[src/rtl/stream_transpose_pkg.sv]
// stream_transpose_pkg: shared widths, bank status type and bank count for the transpose engine.
package stream_transpose_pkg;
  localparam int NB = 2;
  typedef enum logic {EMPTY, FULL} bank_st_e;
  function automatic int idx_w(input int n);
    return $clog2(n);
  endfunction
endpackage

[src/rtl/stream_transpose_if.sv]
// stream_transpose_if: input and output valid/ready streams plus framing error of the transpose engine.
interface stream_transpose_if #(parameter int DATA_WIDTH = 8);
  logic                  s_valid;
  logic                  s_ready;
  logic [DATA_WIDTH-1:0] s_data;
  logic                  s_last;
  logic                  s_tr;
  logic                  m_valid;
  logic                  m_ready;
  logic [DATA_WIDTH-1:0] m_data;
  logic                  m_last;
  logic                  err;
  modport master (output s_valid, s_data, s_last, s_tr, m_ready,
                  input  s_ready, m_valid, m_data, m_last, err);
  modport slave  (input  s_valid, s_data, s_last, s_tr, m_ready,
                  output s_ready, m_valid, m_data, m_last, err);
endinterface

[src/rtl/stream_transpose_bank.sv]
// transpose_bank: one matrix of storage, synchronous write port and combinational read port.
module transpose_bank #(
  parameter int DEPTH = 256,
  parameter int AW    = 8,
  parameter int DW    = 8
) (
  input  logic          clk,
  input  logic          we,
  input  logic [AW-1:0] waddr,
  input  logic [DW-1:0] wdata,
  input  logic [AW-1:0] raddr,
  output logic [DW-1:0] rdata
);
  logic [DW-1:0] mem_q [DEPTH];
  always_ff @(posedge clk)
    if (we) mem_q[waddr] <= wdata;
  assign rdata = mem_q[raddr];
endmodule

[src/rtl/stream_transpose.sv]
// stream_transpose: ping-pong buffered M x N matrix transpose / pass-through on valid/ready streams.
module stream_transpose
  import stream_transpose_pkg::*;
#(
  parameter int M          = 16,
  parameter int N          = 16,
  parameter int DATA_WIDTH = 8
) (
  input logic               clk,
  input logic               rst_n,
  stream_transpose_if.slave io
);
  localparam int W = idx_w(M*N);
  typedef logic [W-1:0] cnt_t;
  typedef logic [W:0]   idx_t;
  localparam cnt_t M1 = cnt_t'(M-1);
  localparam cnt_t N1 = cnt_t'(N-1);
  cnt_t wr_r_q, wr_r_d, wr_c_q, wr_c_d, rd_r_q, rd_r_d, rd_c_q, rd_c_d;
  cnt_t wr_addr, rd_addr;
  logic wr_bank_q, wr_bank_d, rd_bank_q, rd_bank_d;
  bank_st_e full_q [NB];
  bank_st_e full_d [NB];
  logic [NB-1:0] mode_q, mode_d;
  logic m_valid_q, m_valid_d, m_last_q, m_last_d, err_q, err_d;
  logic [DATA_WIDTH-1:0] m_data_q, m_data_d;
  logic [DATA_WIDTH-1:0] rdata [NB];
  logic s_rdy, acc, wr_end, rd_end, load, rd_tr, adv_r, adv_c;
  assign s_rdy   = full_q[wr_bank_q] == EMPTY;
  assign acc     = io.s_valid && s_rdy;
  assign wr_end  = wr_r_q == M1 && wr_c_q == N1;
  assign rd_end  = rd_r_q == M1 && rd_c_q == N1;
  assign load    = full_q[rd_bank_q] == FULL && (!m_valid_q || io.m_ready);
  assign rd_tr   = mode_q[rd_bank_q];
  // transpose walks rows fastest, pass-through walks columns fastest; both end at (M-1,N-1)
  assign adv_r   = load && (rd_tr || rd_c_q == N1);
  assign adv_c   = load && (!rd_tr || rd_r_q == M1);
  assign wr_addr = cnt_t'(idx_t'(wr_r_q) * idx_t'(N) + idx_t'(wr_c_q));
  assign rd_addr = cnt_t'(idx_t'(rd_r_q) * idx_t'(N) + idx_t'(rd_c_q));
  for (genvar b = 0; b < NB; b++) begin : g_bank
    transpose_bank #(.DEPTH(M*N), .AW(W), .DW(DATA_WIDTH)) u_bank (
      .clk   (clk),
      .we    (acc && wr_bank_q == 1'(b)),
      .waddr (wr_addr),
      .wdata (io.s_data),
      .raddr (rd_addr),
      .rdata (rdata[b])
    );
  end
  always_comb begin
    wr_c_d    = !acc ? wr_c_q : wr_c_q == N1 ? '0 : wr_c_q + cnt_t'(1);
    wr_r_d    = (!acc || wr_c_q != N1) ? wr_r_q : wr_end ? '0 : wr_r_q + cnt_t'(1);
    wr_bank_d = wr_bank_q ^ (acc && wr_end);
    mode_d    = mode_q;
    if (acc && wr_r_q == '0 && wr_c_q == '0) mode_d[wr_bank_q] = io.s_tr;
    full_d    = full_q;
    if (acc && wr_end) full_d[wr_bank_q] = FULL;
    if (load && rd_end) full_d[rd_bank_q] = EMPTY;
    rd_r_d    = !adv_r ? rd_r_q : rd_r_q == M1 ? '0 : rd_r_q + cnt_t'(1);
    rd_c_d    = !adv_c ? rd_c_q : rd_c_q == N1 ? '0 : rd_c_q + cnt_t'(1);
    rd_bank_d = rd_bank_q ^ (load && rd_end);
    m_valid_d = load || (m_valid_q && !io.m_ready);
    m_data_d  = load ? rdata[rd_bank_q] : m_data_q;
    m_last_d  = load ? rd_end : m_last_q;
    err_d     = acc && (io.s_last != wr_end);
  end
  always_ff @(posedge clk or negedge rst_n) begin
    if (!rst_n) begin
      wr_r_q    <= '0;
      wr_c_q    <= '0;
      rd_r_q    <= '0;
      rd_c_q    <= '0;
      wr_bank_q <= 1'b0;
      rd_bank_q <= 1'b0;
      full_q    <= '{default: EMPTY};
      mode_q    <= '0;
      m_valid_q <= 1'b0;
      m_data_q  <= '0;
      m_last_q  <= 1'b0;
      err_q     <= 1'b0;
    end else begin
      wr_r_q    <= wr_r_d;
      wr_c_q    <= wr_c_d;
      rd_r_q    <= rd_r_d;
      rd_c_q    <= rd_c_d;
      wr_bank_q <= wr_bank_d;
      rd_bank_q <= rd_bank_d;
      full_q    <= full_d;
      mode_q    <= mode_d;
      m_valid_q <= m_valid_d;
      m_data_q  <= m_data_d;
      m_last_q  <= m_last_d;
      err_q     <= err_d;
    end
  end
  assign io.s_ready = s_rdy;
  assign io.m_valid = m_valid_q;
  assign io.m_data  = m_data_q;
  assign io.m_last  = m_last_q;
  assign io.err     = err_q;
endmodule

[src/flat_wrapper.sv]
// flat-port wrapper written by rule: the top's interface ports become plain ports
module stream_transpose_flat import stream_transpose_pkg::*;
#(
  parameter int M          = 16,
  parameter int N          = 16,
  parameter int DATA_WIDTH = 8
)
  (clk, rst_n, io_s_valid, io_s_data, io_s_last, io_s_tr, io_m_ready, io_s_ready, io_m_valid, io_m_data, io_m_last, io_err);
  stream_transpose_if #(.DATA_WIDTH(DATA_WIDTH)) io_i ();
  input logic clk;
  input logic rst_n;
  input wire logic [$bits(io_i.s_valid)-1:0] io_s_valid;
  input wire logic [$bits(io_i.s_data)-1:0] io_s_data;
  input wire logic [$bits(io_i.s_last)-1:0] io_s_last;
  input wire logic [$bits(io_i.s_tr)-1:0] io_s_tr;
  input wire logic [$bits(io_i.m_ready)-1:0] io_m_ready;
  output wire logic [$bits(io_i.s_ready)-1:0] io_s_ready;
  output wire logic [$bits(io_i.m_valid)-1:0] io_m_valid;
  output wire logic [$bits(io_i.m_data)-1:0] io_m_data;
  output wire logic [$bits(io_i.m_last)-1:0] io_m_last;
  output wire logic [$bits(io_i.err)-1:0] io_err;
  assign io_i.s_valid = io_s_valid;
  assign io_i.s_data = io_s_data;
  assign io_i.s_last = io_s_last;
  assign io_i.s_tr = io_s_tr;
  assign io_i.m_ready = io_m_ready;
  assign io_s_ready = io_i.s_ready;
  assign io_m_valid = io_i.m_valid;
  assign io_m_data = io_i.m_data;
  assign io_m_last = io_i.m_last;
  assign io_err = io_i.err;
  stream_transpose #(.M(M), .N(N), .DATA_WIDTH(DATA_WIDTH)) u_core (.clk(clk), .rst_n(rst_n), .io(io_i));
endmodule
[config.mk]
export PLATFORM = sky130hd
export DESIGN_NAME = stream_transpose_flat
export DESIGN_NICKNAME = d
export VERILOG_FILES = /design/src/rtl/stream_transpose_pkg.sv /design/src/rtl/stream_transpose_if.sv /design/src/rtl/stream_transpose_bank.sv /design/src/rtl/stream_transpose.sv /design/src/flat_wrapper.sv
export SDC_FILE = /design/constraint.sdc
export NUM_CORES = 2
export LEC_CHECK = 0
export BUFFER_PORTS_ARGS = -buffer_cell sky130_fd_sc_hd__clkbuf_2
export CAP_MARGIN = 10
export CORE_UTILIZATION = 50
export CTS_CLUSTER_DIAMETER = 150
export CTS_CLUSTER_SIZE = 40
export DETAILED_ROUTE_END_ITERATION = 10
export PLACE_DENSITY = 0.65
export SLEW_MARGIN = 20
export SYNTH_ARGS = -nofsm -noshare
export SYNTH_HDL_FRONTEND = slang
export SYNTH_SLANG_ARGS = --single-unit
[constraint.sdc]
create_clock -name clk -period 4.55 [get_ports clk]
set_clock_uncertainty 0.05 [all_clocks]
set_input_delay 0.2275 -clock clk [delete_from_list [all_inputs] [get_ports clk]]
set_output_delay 0.2275 -clock clk [all_outputs]
set_load 0.005 [all_outputs]
# Word-level counts from Yosys, hierarchy flattened
# Memory sizes are Yosys's and may differ from the RTL's.
# Index checks and enable logic that the tools add are counted.
[word_totals] register_bits=49 ram_bits=4096 elab_cells=99 memories=2
[classes] add_sub_neg=6 n_lt_le_gt_ge=7 n_eq_ne=6 mux=28 n_bitwise=9 n_reduce_logical=28
[memory_table] memory="u_core.g_bank[0].u_bank.mem_q" depth=256 width=8 read_ports=1 rd_ports_with_merged_regs=0 write_ports=1 line="stream_transpose_bank.sv:14" source="logic [DW-1:0] mem_q [DEPTH];"
[memory_table] memory="u_core.g_bank[1].u_bank.mem_q" depth=256 width=8 read_ports=1 rd_ports_with_merged_regs=0 write_ports=1 line="stream_transpose_bank.sv:14"
[op_table] cell="8-bit two-way mux" n=7
[op_table] cell="8-bit by 1-bit adder with 8-bit output (second input constant)" n=4
[op_table] cell="8-bit by 4-bit equality test with 1-bit output (second input constant)" n=4
[op_table] cell="1-bit logical AND" n=17
[op_table] cell="8-bit adder" n=2
[op_table] cell="8-bit zero test" n=2
[op_table] cell="1-bit two-way mux" n=15
[op_table] cell="8-bit by 4-bit != test with 1-bit output (second input constant)" n=1
[op_table] cell="1-bit logical OR" n=5
[op_table] cell="2-bit greater-or-equal comparator (second input constant)" n=2
[op_table] cell="1-bit zero test" n=4
[op_table] cell="1-bit by 2-bit < comparator with 1-bit output (second input constant)" n=2
[op_table] cell="2-bit by 1-bit < comparator with 1-bit output (second input constant)" n=2
[op_table] cell="2-bit two-way mux" n=2
[op_table] cell="1-bit NOT with 2-bit output" n=2
[op_table] cell="1-bit demux with 1-bit select" n=3
[op_table] cell="2-bit bitwise AND" n=1
[op_table] cell="2-bit bitwise mux" n=1
[op_table] cell="1-bit NOT" n=2
[op_table] cell="2-bit NOT" n=1
[op_table] cell="2-bit bitwise OR" n=1
[op_table] cell="1-bit bitwise XOR" n=2
[op_table] cell="1-bit greater-or-equal comparator (second input constant)" n=1
[op_table] cell="1-bit != test" n=1

# Longest topological paths before layout
[logic_depth] ltp_word=10 ltp_mapped=15 mapped_depth_nobuf=10

# By module
# A second synthesis with hierarchy kept.
[unflattened] hier_cells=7710 area_unflattened_um2=161496.1
[by_module_without_submodules] module="transpose_bank" n_inst=2 cells_each=3725 area_per_inst_um2=79396.1 seq_area_each_um2=61499.0
[by_module_without_submodules] module="stream_transpose" n_inst=1 cells_each=260 area_per_inst_um2=2703.8 seq_area_each_um2=1226.2

# Worst setup path after synthesis
# Ideal clock, no wire load.
[synth_path] kind="reg2reg" startpoint="register u_core.rd_c_q[4]" endpoint="register u_core.m_data_q[1], in the netlist u_core.io.m_data[1]" setup_ns=0.126 t_arrival_ns=2.749 required_time_ns=4.374 slack_ns=1.625 stages_incl_launch_ff=13 synth_period_minus_slack_ns=2.925 path_cell_list="dfrtp_1 ha_1 fa_1 clkbuf_1 nor2b_1 clkbuf_1 nand2_1 clkbuf_1 o22ai_1 a311o_1 nor2_1 a2111oi_1 a221o_1"
[synth_via] elab_chain_cells=5 elab_cells_between_ends=6
[synth_rtl] element="start, declared" line="stream_transpose.sv:18" source="cnt_t wr_r_q, wr_r_d, wr_c_q, wr_c_d, rd_r_q, rd_r_d, rd_c_q, rd_c_d;"
[synth_rtl] element="start signal, assigned" line="stream_transpose.sv:84" source="rd_c_q <= rd_c_d;"
[synth_rtl] element="8-bit adder (*)" line="stream_transpose.sv:38" source="assign rd_addr = cnt_t'(idx_t'(rd_r_q) * idx_t'(N) + idx_t'(rd_c_q));"
[synth_rtl] element="memory read 256 x 8 bit"
[synth_rtl] element="8-bit two-way mux (not written as such) (*) (3 in a row)" line="stream_transpose.sv:62" source="m_data_d = load ? rdata[rd_bank_q] : m_data_q;"
[synth_rtl] element="end signal, assigned" line="stream_transpose.sv:90" source="m_data_q <= m_data_d;"
[synth_rtl] element="end, declared" line="stream_transpose.sv:25" source="logic [DATA_WIDTH-1:0] m_data_q, m_data_d;"
# Mark *: on every way between the ends. The rest lies on a longest branch, timed or not. The select of a mux whose other input is x is not followed.
# A chain may end at the register's enable or synchronous reset.

# Final worst setup path
[layout_path] startpoint="register u_core.rd_c_q[4]" endpoint="register u_core.m_data_q[4], in the netlist u_core.io.m_data[4]"
# Same word-level chain as after synthesis.

==> run metrics <==
run status=finished, final reports clean; Die Footprint=327,000 µm²; count of flip-flops with a built-in enable after synthesis=4,096; final-report hold violation count=0; pwr dens=343 nW/µm²; flip-flop and latch count after synthesis=4,145; critical path peak fanout=12; Final GP Congestion=0.895; maximum VDD drop=0.000338 V; post-synth cell types=75; total met2 wirelength after detailed routing=201 mm; grt ovf=0; via count=81,100; predominant post-synthesis flop cell=edfxtp_1; number of buffers added by the clock tree synthesis step=117; total of endpoints with negative setup slack in the final report=0; Critical Path Source Type=flop; Static Leak=51.5 nW; area delta synth->final=7.46%; uppermost routed layer=met5; detailed router's first-iteration violation count=11,700; startpoint-to-endpoint class of the critical path=flop to flop; gate count of the mapped netlist=7,765; post-route cell area=174,000 µm²; Layout Nets=8,133; horizontal die dimension=572 µm; pre-CTS setup slack=228 ps; net count after synthesis=7,795; post-route insts no fill=12,500; fraction of layout instances using a drive strength above 1=22.2%; synthesized area=162,000 µm²; Relative slew margins=16.4%; post-cts hold buffer count=15; startpoint of the worst register-to-register path=u_core.rd_c_q[4]$_DFFE_PN0P_; core region area=322,000 µm²; average wire per standard cell=34.3 µm; final critical delay including setup and external delays=4460 ps; number of ports placed on the die boundary=26; initial core utilization=50.4%; dpl hpwl=274 mm; clock tree from TritonCTS=yes; standard cell area after detailed placement=171,000 µm²; Die Y-Extent=572 µm; number of antenna violations at the first check in global routing=20; first-pass detailed-route iteration total=7; slack of the critical path=85.7 ps; DRT met1 WL=171 mm; critical path arrival=5220 ps; post-cts repair resize count=0; Slew @ Worst Pin=1250 ps; clock root cell=clkbuf_16; Finished Core Util=54.1%; All-Layer GR Usage=26.1%; endpoint type of the worst setup path=flop; dpl cells=12,300; met3 WL=40.9 mm; Layout fillers=24,200; unrepaired setup endpoints after global routing=false; detailed-route DRC error count=0; period utilization=98.1%; first-pass GRT wire length=603 mm; clock latency on the worst-skew pair=960 ps; max_cap viols=0; CTS sink cnt=4,145; critical path required time=5300 ps; Slew Viols, Final=0; Cell Rows=208; buffer depth of the longest clock path=4; fmax=224 MHz; startpoint of the most critical hold path=io_s_tr; number of vias per cell=6.50; pin count of the biggest net entering global routing=148; sum of routed wire length over all layers=428 mm; sequential share of the synthesized area=76.6%; Post-Synthesis Mean Instance Area=20.9 µm²; Post-CTS Setup Inserts=0; PortBufs=25; proportion of synthesized flip-flops having asynchronous set or reset=1.18%; crit path launch=u_core.rd_c_q[4]$_DFFE_PN0P_; number of H-tree levels=3; DRT antenna net count=0; post-CTS clock slew at the launch and capture registers of the worst setup and hold paths=150 ps; vias in the first global route=79,700; worst min-delay path category=input port to flop; Syn. warnings=0
==> flip-flops by register name, summed over array words and instances, names as in the netlist <==
| register | flops |
|---|---|
| u_core.io.err | 1 |
| u_core.wr_r_q | 8 |
| u_core.g_bank.u_bank.mem_q | 4096 |
| u_core.io.m_last | 1 |
| u_core.rd_r_q | 8 |
| u_core.full_q | 2 |
| u_core.rd_c_q | 8 |
| u_core.wr_bank_q | 1 |
| u_core.wr_c_q | 8 |
| u_core.io.m_valid | 1 |
| u_core.mode_q | 2 |
| u_core.rd_bank_q | 1 |
| u_core.io.m_data | 8 |
==> critical path, stage by stage (launching register included) <==
cell and delay (ps):
dfrtp_1 490, ha_4 200, fa_4 780, nor2b_2 190
nand2_1 410, buf_4 360, nor4_1 300, buf_4 150
a211oi_1 40, nand2_1 100, a31oi_1 160, o41ai_2 880
o211ai_1 180
==> synth_stat cells, types with 8 or more instances <==
cell type	instances	share of area, %
edfxtp_1	4096	76
mux4_2	925	13
nor2_1	613	1.4
mux2i_1	371	2.3
nand2_1	225	0.52
clkbuf_1	180	0.42
o22ai_1	116	0.45
a21oi_1	112	0.35
o221ai_1	89	0.48
buf_2	87	0.27
o21ai_0	79	0.24
a22oi_1	75	0.35
nand3_1	70	0.22
buf_6	67	0.47
nor3_1	56	0.17
dfrtp_1	49	0.76
buf_4	48	0.22
buf_1	43	0.10
a211oi_1	32	0.15
nor2b_1	32	0.12
mux2_2	26	0.18
a31oi_1	23	0.089
buf_8	23	0.21
buf_12	20	0.25
xnor2_1	20	0.11
o211ai_1	19	0.088
a221oi_1	18	0.097
nor4_1	16	0.062
nand4_1	15	0.058
ha_1	14	0.11
a22o_1	13	0.070
and2_1	13	0.050
nand2b_1	13	0.050
and3_1	12	0.046
inv_1	11	0.025
o21ai_1	11	0.034
or3_1	11	0.042
a311oi_1	10	0.054
a2111oi_0	8	0.043
==> cell type report <==
| type | count | area (µm²) | area share (%) |
|---|---|---|---|
| clock buffer | 169 | 3170 | 1.82 |
| inverter | 13 | 62.6 | 0.0359 |
| tap | 4305 | 5390 | 3.09 |
| multi-input combinational | 3138 | 35000 | 20.1 |
| sequential | 4145 | 124000 | 71.3 |
| antenna | 7 | 17.5 | 0.0101 |
| timing repair buffer | 688 | 6420 | 3.68 |
| clock inverter | 4 | 30.0 | 0.0172 |
==> kinds of logic after synthesis <==
logic type / Yosys count / synth area share (%)
xor+xnor: 27 / 0.146
simple gates: 1096 / 2.85
fa+ha+maj: 16 / 0.133
mux: 1330 / 15.4
compound gates: 669 / 2.87
flops: 4145 / 76.6
buf+inv: 482 / 1.97
==> final timing paths <==
| path | end | slack, ps | depth (start not counted) |
|---|---|---|---|
| min reg2reg | u_core.rd_r_q[7]$_DFFE_PN0P_ | 430 | 1 |
| max reg2reg | u_core.io.m_data[4]$_DFFE_PN0P_ | 90 | 12 |
| min in group asynchronous | u_core.io.err$_DFF_PN0_ | 460 | 4 |
| min | u_core.mode_q[1]$_DFFE_PN0P_ | 220 | 3 |
| max | u_core.io.m_data[4]$_DFFE_PN0P_ | 90 | 12 |
| max in group asynchronous | u_core.rd_c_q[0]$_DFFE_PN0P_ | 3310 | 4 |
==> routing by layer <==
| metal | vias to the layer above | global-route usage, % |
|---|---|---|
| li1 | 32600 | - |
| met1 | 43600 | 37.8 |
| met2 | 4277 | 40.9 |
| met3 | 565 | 4.45 |
| met4 | 6 | 8.06 |
| met5 | - | 0 |
==> stage by stage <==
step / hold slack [ps] / TNS [ps] / power, mW
detailed placement: 372 / 0 / 45.0
CTS: 168 / 0 / 59.8
global placement: 369 / -701 / 45.0
global route: 221 / 0 / 61.0
floorplan: -118 / 0 / 43.7
finish: 225 / 0 / 59.8
==> placed cells by master, fill, tap and decap left out, types with 12 or more instances in the layout <==
master | netlist | routed
edfxtp_1 | 4096 | 4096
mux4_2 | 925 | 925
nor2_1 | 613 | 607
buf_4 | 48 | 551
mux2i_1 | 371 | 371
nand2_1 | 225 | 219
clkbuf_16 | 0 | 119
o22ai_1 | 116 | 116
a21oi_1 | 112 | 111
buf_12 | 20 | 96
o221ai_1 | 89 | 89
o21ai_0 | 79 | 79
a22oi_1 | 75 | 75
nand3_1 | 70 | 61
nor3_1 | 56 | 56
clkbuf_1 | 180 | 50
dfrtp_1 | 49 | 45
a211oi_1 | 32 | 32
nor2b_1 | 32 | 28
mux2_2 | 26 | 26
a31oi_1 | 23 | 23
xnor2_1 | 20 | 19
o211ai_1 | 19 | 19
a221oi_1 | 18 | 18
clkbuf_2 | 0 | 17
nor4_1 | 16 | 16
nand4_1 | 15 | 15
dlygate4sd3_1 | 0 | 15
a22o_1 | 13 | 13
ha_1 | 14 | 13
and3_1 | 12 | 12
and2_1 | 13 | 12
==> where the power goes <==
group	leakage, nW	switching (mW)	internal [mW]	total, mW
registers	37.5	0.0938	42.1	42.2
logic	12.5	1.70	0.334	2.04
clock network	1.54	10.6	4.92	15.5
total	51.5	12.4	47.4	59.8
(Power assumes the default switching activity.)
